--- config.mk ---
export PLATFORM = sky130hd
export DESIGN_NAME = radar_frame_packer
export DESIGN_NICKNAME = d
export VERILOG_FILES = /design/src/rtl/radar_pkg.sv /design/src/rtl/radar_scan_counter.sv /design/src/rtl/radar_frame_packer.sv
export SDC_FILE = /design/constraint.sdc
export NUM_CORES = 1
export LEC_CHECK = 0
export ABC_AREA = 1
export CORE_MARGIN = 2
export CORE_UTILIZATION = 60
export CTS_CLUSTER_DIAMETER = 60
export DETAILED_ROUTE_END_ITERATION = 16
export PLACE_DENSITY = 0.86
export REMOVE_ABC_BUFFERS = 1
export SKIP_LAST_GASP = 1
export SLEW_MARGIN = 0
export SYNTH_ARGS = -nofsm -noshare
export SYNTH_HDL_FRONTEND = slang
export SYNTH_SLANG_ARGS = --single-unit
--- constraint.sdc ---
create_clock -name clock -period 5.5 [get_ports clock]
set_clock_uncertainty 0.1 [all_clocks]
set_input_delay 0.825 -clock clock [delete_from_list [all_inputs] [get_ports clock]]
set_output_delay 0.825 -clock clock [all_outputs]
set_load 0.01 [all_outputs]
--- src/rtl/radar_pkg.sv ---
// Shared defaults, FSM state encoding and flag bit positions
// for the radar frame packer and its scan counter.
package radar_pkg;

    localparam int DATA_WIDTH_D = 16;
    localparam int LANES_D      = 5;
    localparam int IDX_W_D      = 11;
    localparam int NUM_CH_D     = 4;

    // data_start bit positions
    localparam int DS_FRAME = 0;
    localparam int DS_ROW   = 1;

    // data_end bit positions
    localparam int DE_ROW   = 0;
    localparam int DE_FRAME = 1;

    typedef enum logic {
        ST_IDLE = 1'b0,
        ST_RUN  = 1'b1
    } state_t;

endpackage

--- src/rtl/radar_scan_counter.sv ---
// Column/row/channel scan counters (column innermost) with one advance input.
// Ports: clock, reset, clear, advance, cfg_rows, cfg_cols in;
//        col, row, chan position and last_col/last_row/last_chan flags out.
module radar_scan_counter
    import radar_pkg::*;
#(
    parameter int IDX_W  = IDX_W_D,
    parameter int NUM_CH = NUM_CH_D
) (
    input  logic             clock,
    input  logic             reset,
    input  logic             clear,
    input  logic             advance,
    input  logic [IDX_W:0]   cfg_rows,
    input  logic [IDX_W:0]   cfg_cols,
    output logic [IDX_W-1:0] col,
    output logic [IDX_W-1:0] row,
    output logic [3:0]       chan,
    output logic             last_col,
    output logic             last_row,
    output logic             last_chan
);

    localparam logic [IDX_W:0] ONE = (IDX_W+1)'(1);

    assign last_col  = ({1'b0, col} == cfg_cols - ONE);
    assign last_row  = ({1'b0, row} == cfg_rows - ONE);
    assign last_chan = (chan == 4'(NUM_CH - 1));

    always_ff @(posedge clock) begin
        if (reset || clear) begin
            col  <= '0;
            row  <= '0;
            chan <= '0;
        end else if (advance) begin
            if (last_col) begin
                col <= '0;
                if (last_row) begin
                    row  <= '0;
                    chan <= last_chan ? 4'd0 : chan + 4'd1;
                end else begin
                    row <= row + IDX_W'(1);
                end
            end else begin
                col <= col + IDX_W'(1);
            end
        end
    end

endmodule

--- src/rtl/radar_frame_packer.sv ---
// Packs I/Q samples into LANES-wide beats scanned channel/row/column,
// tagging each beat with its positions and frame/row start/end flags.
// Ports: clock, reset, start, cfg_rows, cfg_cols, in_valid/in_ready/in_data,
//        out_valid/out_ready, pixel_out, row/col indices, channel_num,
//        data_start, data_end, busy, done, cfg_err.
module radar_frame_packer
    import radar_pkg::*;
#(
    parameter int DATA_WIDTH = DATA_WIDTH_D,
    parameter int LANES      = LANES_D,
    parameter int IDX_W      = IDX_W_D,
    parameter int NUM_CH     = NUM_CH_D
) (
    input  logic                          clock,
    input  logic                          reset,
    input  logic                          start,
    input  logic [IDX_W:0]                cfg_rows,
    input  logic [IDX_W:0]                cfg_cols,
    input  logic                          in_valid,
    output logic                          in_ready,
    input  logic [2*DATA_WIDTH-1:0]       in_data,
    output logic                          out_valid,
    input  logic                          out_ready,
    output logic [DATA_WIDTH*LANES*2-1:0] pixel_out,
    output logic [IDX_W-1:0]              row_idx1,
    output logic [IDX_W-1:0]              col_idx1,
    output logic [IDX_W-1:0]              row_idx2,
    output logic [IDX_W-1:0]              col_idx2,
    output logic [3:0]                    channel_num,
    output logic [1:0]                    data_start,
    output logic [1:0]                    data_end,
    output logic                          busy,
    output logic                          done,
    output logic                          cfg_err
);

    localparam int SW = 2 * DATA_WIDTH;
    localparam int PW = SW * LANES;
    localparam int LW = (LANES > 1) ? $clog2(LANES) : 1;
    localparam logic [IDX_W:0] MAX_DIM = {1'b1, {IDX_W{1'b0}}};

    state_t state, state_next;

    logic [IDX_W:0]   rows_q, cols_q;
    logic [LW-1:0]    lane;
    logic [PW-1:0]    acc, beat_next;
    logic [IDX_W-1:0] row_first, col_first;
    logic [IDX_W-1:0] beat_row1, beat_col1;
    logic [IDX_W-1:0] col, row;
    logic [3:0]       chan;
    logic             last_col, last_row, last_chan;
    logic             cfg_ok, start_ok, xfer, close, handshake;

    assign cfg_ok = (cfg_rows != '0) && (cfg_cols != '0)
                 && (cfg_rows <= MAX_DIM) && (cfg_cols <= MAX_DIM);

    assign start_ok  = (state == ST_IDLE) && start && cfg_ok;
    assign busy      = (state == ST_RUN);
    assign in_ready  = busy && (!out_valid || out_ready);
    assign xfer      = in_valid && in_ready;
    assign handshake = out_valid && out_ready;
    assign close     = xfer && ((lane == LW'(LANES - 1)) || last_col);

    // Lane 0 position comes straight from the counters when the beat
    // both opens and closes on the same sample.
    assign beat_row1 = (lane == '0) ? row : row_first;
    assign beat_col1 = (lane == '0) ? col : col_first;

    radar_scan_counter #(
        .IDX_W  (IDX_W),
        .NUM_CH (NUM_CH)
    ) u_scan (
        .clock     (clock),
        .reset     (reset),
        .clear     (start_ok),
        .advance   (xfer),
        .cfg_rows  (rows_q),
        .cfg_cols  (cols_q),
        .col       (col),
        .row       (row),
        .chan      (chan),
        .last_col  (last_col),
        .last_row  (last_row),
        .last_chan (last_chan)
    );

    always_ff @(posedge clock) begin
        if (reset) begin
            state <= ST_IDLE;
        end else begin
            state <= state_next;
        end
    end

    always_comb begin
        state_next = state;
        done       = 1'b0;
        cfg_err    = 1'b0;
        unique case (state)
            ST_IDLE: begin
                if (start) begin
                    if (cfg_ok) begin
                        state_next = ST_RUN;
                    end else begin
                        cfg_err = 1'b1;
                    end
                end
            end
            ST_RUN: begin
                if (handshake && data_end[DE_FRAME]) begin
                    state_next = ST_IDLE;
                    done       = 1'b1;
                end
            end
            default: state_next = ST_IDLE;
        endcase
        if (reset) begin
            state_next = ST_IDLE;
            done       = 1'b0;
            cfg_err    = 1'b0;
        end
    end

    always_ff @(posedge clock) begin
        if (reset) begin
            rows_q <= '0;
            cols_q <= '0;
        end else if (start_ok) begin
            rows_q <= cfg_rows;
            cols_q <= cfg_cols;
        end
    end

    always_comb begin
        beat_next = acc;
        for (int k = 0; k < LANES; k++) begin
            if (lane == LW'(k)) begin
                beat_next[k*SW +: SW] = in_data;
            end
        end
    end

    always_ff @(posedge clock) begin
        if (reset) begin
            lane        <= '0;
            acc         <= '0;
            row_first   <= '0;
            col_first   <= '0;
            out_valid   <= 1'b0;
            pixel_out   <= '0;
            row_idx1    <= '0;
            col_idx1    <= '0;
            row_idx2    <= '0;
            col_idx2    <= '0;
            channel_num <= '0;
            data_start  <= '0;
            data_end    <= '0;
        end else begin
            if (start_ok) begin
                lane <= '0;
                acc  <= '0;
            end else if (xfer) begin
                if (lane == '0) begin
                    row_first <= row;
                    col_first <= col;
                end
                if (close) begin
                    // Accumulator restarts clear so unused lanes read zero.
                    lane        <= '0;
                    acc         <= '0;
                    pixel_out   <= beat_next;
                    row_idx1    <= beat_row1;
                    col_idx1    <= beat_col1;
                    row_idx2    <= row;
                    col_idx2    <= col;
                    channel_num <= chan;
                    data_start[DS_FRAME] <= (chan == 4'd0)
                        && (beat_row1 == '0) && (beat_col1 == '0);
                    data_start[DS_ROW]   <= (beat_col1 == '0);
                    data_end[DE_ROW]     <= last_col;
                    data_end[DE_FRAME]   <= last_col && last_row
                                         && last_chan;
                end else begin
                    lane <= lane + LW'(1);
                    acc  <= beat_next;
                end
            end
            if (close) begin
                out_valid <= 1'b1;
            end else if (handshake) begin
                out_valid <= 1'b0;
            end
        end
    end

endmodule

# After elaboration in Yosys (flattened, before gate mapping)

Cells that the tools add are included.
Widths: inputs -> output; s select.

Bits in latches: 0
Output and inout bits: 217
RAM bits: 0
Memories kept: 0
Bits of input ports: 61
Bits in registers: 449
Word-level logic and storage cells: 91
Bits in read-only memories: 0

Reductions and logical operators: 30
Shift operators: 0
Equal/unequal tests: 7
Div/mod/pow operators: 0
$mul: 0
Bitwise operators: 2
$lt $le $gt $ge: 2
$add $sub $neg: 6
Multiplexer cells: 25

Operator list:

| cell                  | count |
|---|---|
| $mux 160              | 1 |
| $mux 32               | 5 |
| $mux 11               | 4 |
| $eq 11x12->1          | 2 |
| $le 12x12->1 const B  | 2 |
| $reduce_bool 12->1    | 2 |
| $sub 12x1->12 const B | 2 |
| $add 11x1->11 const B | 2 |
| $logic_not 11->1      | 2 |
| $logic_and 1x1->1     | 14 |
| $mux 1                | 12 |
| $eq 3x2->1 const B    | 2 |
| $reduce_and 3->1      | 2 |
| $add 4x1->4 const B   | 1 |
| $eq 4x2->1 const B    | 1 |
| $logic_not 4->1       | 1 |
| $mux 4                | 1 |
| $reduce_and 2->1      | 2 |
| $add 3x1->3 const B   | 1 |
| $eq 3x1->1 const B    | 1 |
| $eq 3x3->1 const B    | 1 |
| $logic_not 3->1       | 1 |
| $logic_or 1x1->1      | 3 |
| $mux 3                | 1 |
| other kinds (5)       | 6 |

# Depth between registers and ports, before layout

Depth after elaboration: 8
Mapped depth: 16
Mapped depth without buffers: 16

# Modules after synthesis

Synthesis repeated with hierarchy kept, for this count alone.

Cell total of the unflattened synthesis: 2672
Area, all modules: 19192.2 µm²

Modules (own cells, without submodules):

| module             | seq. area each (µm²) | cells an instance | area an instance (µm²) | instances |
|---|---|---|---|---|
| radar_frame_packer | 8468.1               | 2249              | 16746.1                | 1 |
| radar_scan_counter | 520.5                | 423               | 2446.1                 | 1 |

# Worst setup path after synthesis

No wires, ideal clock.

Path kind: input to output
Start: in reset
End: out cfg_err
Required time: 4575 ps
Buffers on the path: 2
Path slack: 3003 ps
Stages on the path: 5
Arrival time: 1572 ps
Path through: clkbuf_1 -> inv_1 -> clkbuf_1 -> nand2_1 -> a21oi_1

Longest elaborated chain between the ends: 1

Ends and longest elaborated chain:

| what        | line                      | RTL |
|---|---|---|
| from (decl) | radar_frame_packer.sv:15  | `input logic reset,` |
| $mux 1      | radar_frame_packer.sv:117 | `if (reset) begin` |
| to (decl)   | radar_frame_packer.sv:34  | `output logic cfg_err` |

Every way passes these cells.

# Worst setup path after layout

Same ends and word-level chain as after synthesis.

==> results.md <==
* Antenna cells at 0
* Clock Sink Count at 449
* Total Nets Final at 3016
* Sequential share of the synthesized area at 44.3%
* NetSw at 1.59 mW
* Reg clk slew, reported paths at 0.06 ns
* Logic pwr share at 5.9%
* Max Buffers Root-to-Sink at 3
* Initial antenna violation count at 0
* Initial DRT Pass Iterations at 8
* Hold WC Path Type: flop to flop
* Fmax at 0.281 GHz
* Starting DRT DRC Count at 2318
* Drt total wl at 57900 microns
* Total Power at 6.79 mW
* WP data arrival at 2.63 ns
* Area grow syn2layout at 19.1%
* # resized after CTS at 0
* Final setup fails at 0
* Commonest cells after routing, fill and taps aside: nand2_1, a21oi_1, dfxtp_1, clkdlybuf4s50_1, nand3_1
* Synth unique cells at 28
* Leak pwr at 8.21 nW
* Area occupied by multi-input gates at 0.00959 sq mm
* IO Port Bufs at 277
* Synth Cell Area at 0.0203 sq mm
* Post-CTS setup buffers at 0
* Final ANT Viol Nets at 0
* Ys Warns at 0
* Clock Power Share at 45.7%
* Commonest non-fill, non-tap cell in the layout: nand2_1
* Initial Utilization at 60.7%
* Total die area at 0.0353 sq mm
* Sequential power share at 48.4%
* Number of global-route vias before repair at 19.2k
* Max Fanout on Critical Path at 55
* Max_cap viols at 0
* Gr ovfl total at 0
* Die width at 188 microns
* Area of the core at 0.0334 sq mm
* Max-slew violations at 146
* Post-route setup slack at 1.94 ns
* RD Place Congestion at 0.880
* CP required at 4.58 ns
* Clock Latency Late Sink at 0.56 ns
* CP Class: input pin to output pin
* Detailed Place HPWL at 33900 microns
* Worst vdd ir at 234 uV
* Register Area at 0.00899 sq mm
* PwrDens at 281 mW/mm^2
* TNS Setup at 0 ns
* All-layer global routing usage at 31.6%
* Outcome: complete, but fails checks
* Final hold violations at 0
* Violated checks: slew limit
* Seq cells post-synth at 449
* Crit start category: input pin
* RSZ-0062 raised after global routing: no
* Mapped Cells at 2842
* Via-to-Cell Ratio at 6.00
* WHS at 0.356 ns
* First-pass GRT wire length at 94200 microns
* Total CTS buffers at 46
* Critical path capture point type: output pin
* Final core utilization at 72.3%
* CTS Hold Buffers Added at 0
* Layout cell share with drive strength beyond 1 at 4.93%
* Filler Cell Count at 2601
* Total number of vias at 20.6k
* Syn Area/Cell at 7.15 sq um
* Clock root cell: clkbuf_16
* Internal power at 5.20 mW
* Slew of the pin with the lowest slew margin at 1.64 ns
* Htree depth at 2
* Post-layout min period at 3.56 ns
* Final period util at 64.7%
* Pin count of the biggest net entering global routing at 266
* Sw Share at 23.5%
* DRC violations left at 0
* Die height at 188 microns
* Wire per inst at 16.9 microns
* Rel. slew slack at -9.29%
* Io pins at 278
* CTS tree: built
* Pre-CTS WS at 1.52 ns
* Site row count at 67
-- synthesized netlist by cell type --
master / n / area [sq um]
xnor2_1: 5 / 43.8
ha_1: 11 / 138
nand3_1: 232 / 1160
buf_12: 1 / 20.0
o21ai_1: 2 / 10.0
nand2_1: 720 / 2700
xor2_1: 19 / 166
nand3_2: 21 / 210
nor2_1: 111 / 417
nand2_4: 1 / 11.3
buf_2: 33 / 165
nor2_4: 3 / 33.8
nand4_1: 174 / 1090
buf_4: 19 / 143
inv_1: 139 / 522
buf_1: 36 / 135
nor3_1: 22 / 110
inv_2: 8 / 30.0
clkbuf_1: 130 / 488
nand2_2: 4 / 25.0
nor2_2: 6 / 37.5
nor4_1: 2 / 12.5
a21oi_1: 476 / 2380
buf_8: 4 / 60.1
buf_6: 20 / 225
o21ai_0: 193 / 966
nand3_4: 1 / 17.5
dfxtp_1: 449 / 8990
-- routing by layer --
layer	share of wire (%)	wire [microns]	vias to the layer above	GRT usage, %
met4	3.5	2010	0	13.1
met2	47	27100	978	51.6
met3	8.6	4990	140	4.87
li1	-	-	9758	-
met1	41	23800	9693	41.9
met5	0	0	-	0
-- flip-flops by register name (all words and copies together) (netlist names) --
register,flops
cols_q,12
col_first,11
lane,3
u_scan.col,11
pixel_out,160
data_end,2
acc,160
row_idx2,11
u_scan.row,11
col_idx2,11
channel_num,4
rows_q,12
row_first,11
u_scan.chan,4
busy,1
out_valid,1
col_idx1,11
data_start,2
row_idx1,11
-- metrics by stage --
step / cells / instance area [sq um]
floorplan: 2599 / 19100
global placement: 3344 / 22700
detailed placement: 3344 / 22700
CTS: 3428 / 24200
global route: 3428 / 24200
finish: 3428 / 24200
-- layout make-up --
cell class	instances	share of cell area, %
timing repair buffer	297	12.3
tap	448	2.32
clock buffer	68	5.60
inverter	147	2.30
clock inverter	16	0.662
multi-input combinational	2003	39.7
sequential	449	37.2
-- logic make-up (layout without fill, tap and decap cells) --
family                   after synthesis  in the layout  share of synthesized area (%)
XOR/XNOR                              24             24                           1.03
AND/OR/NAND/NOR                     1297           1297                           28.7
buffers and inverters                390            528                           8.80
flip-flops                           449            449                           44.3
AO/OA/AOI/OAI                        671            671                           16.5
adder cells (fa/ha/maj)               11             11                          0.678
-- final timing paths --
check	to	slack, ns	cells after the start	from
hold / removal	col_first[6]	0.36	2	col_first[6]
hold reg to reg	col_first[6]	0.36	2	col_first[6]
setup reg to reg	pixel_out[17]	2.12	15	cols_q[0]
setup / recovery	cfg_err	1.94	6	reset
-- power groups by stage --
stage	Sequential [mW]	Combinational, mW	Clock [mW]
after floorplan	3.35	0.231	0
after global placement	3.36	0.384	0
after detailed placement	3.36	0.391	0
after CTS	3.28	0.394	3.13
after global routing	3.28	0.445	3.27
final	3.28	0.401	3.11
-- worst max-delay path: stages --
cell and delay, ns:
buf_6 0.21, inv_1 0.45, buf_4 0.37, nand2_1 0.08, a21oi_1 0.11, clkdlybuf4s50_1 0.55
Note: power is estimated with default switching activity, not from simulation.
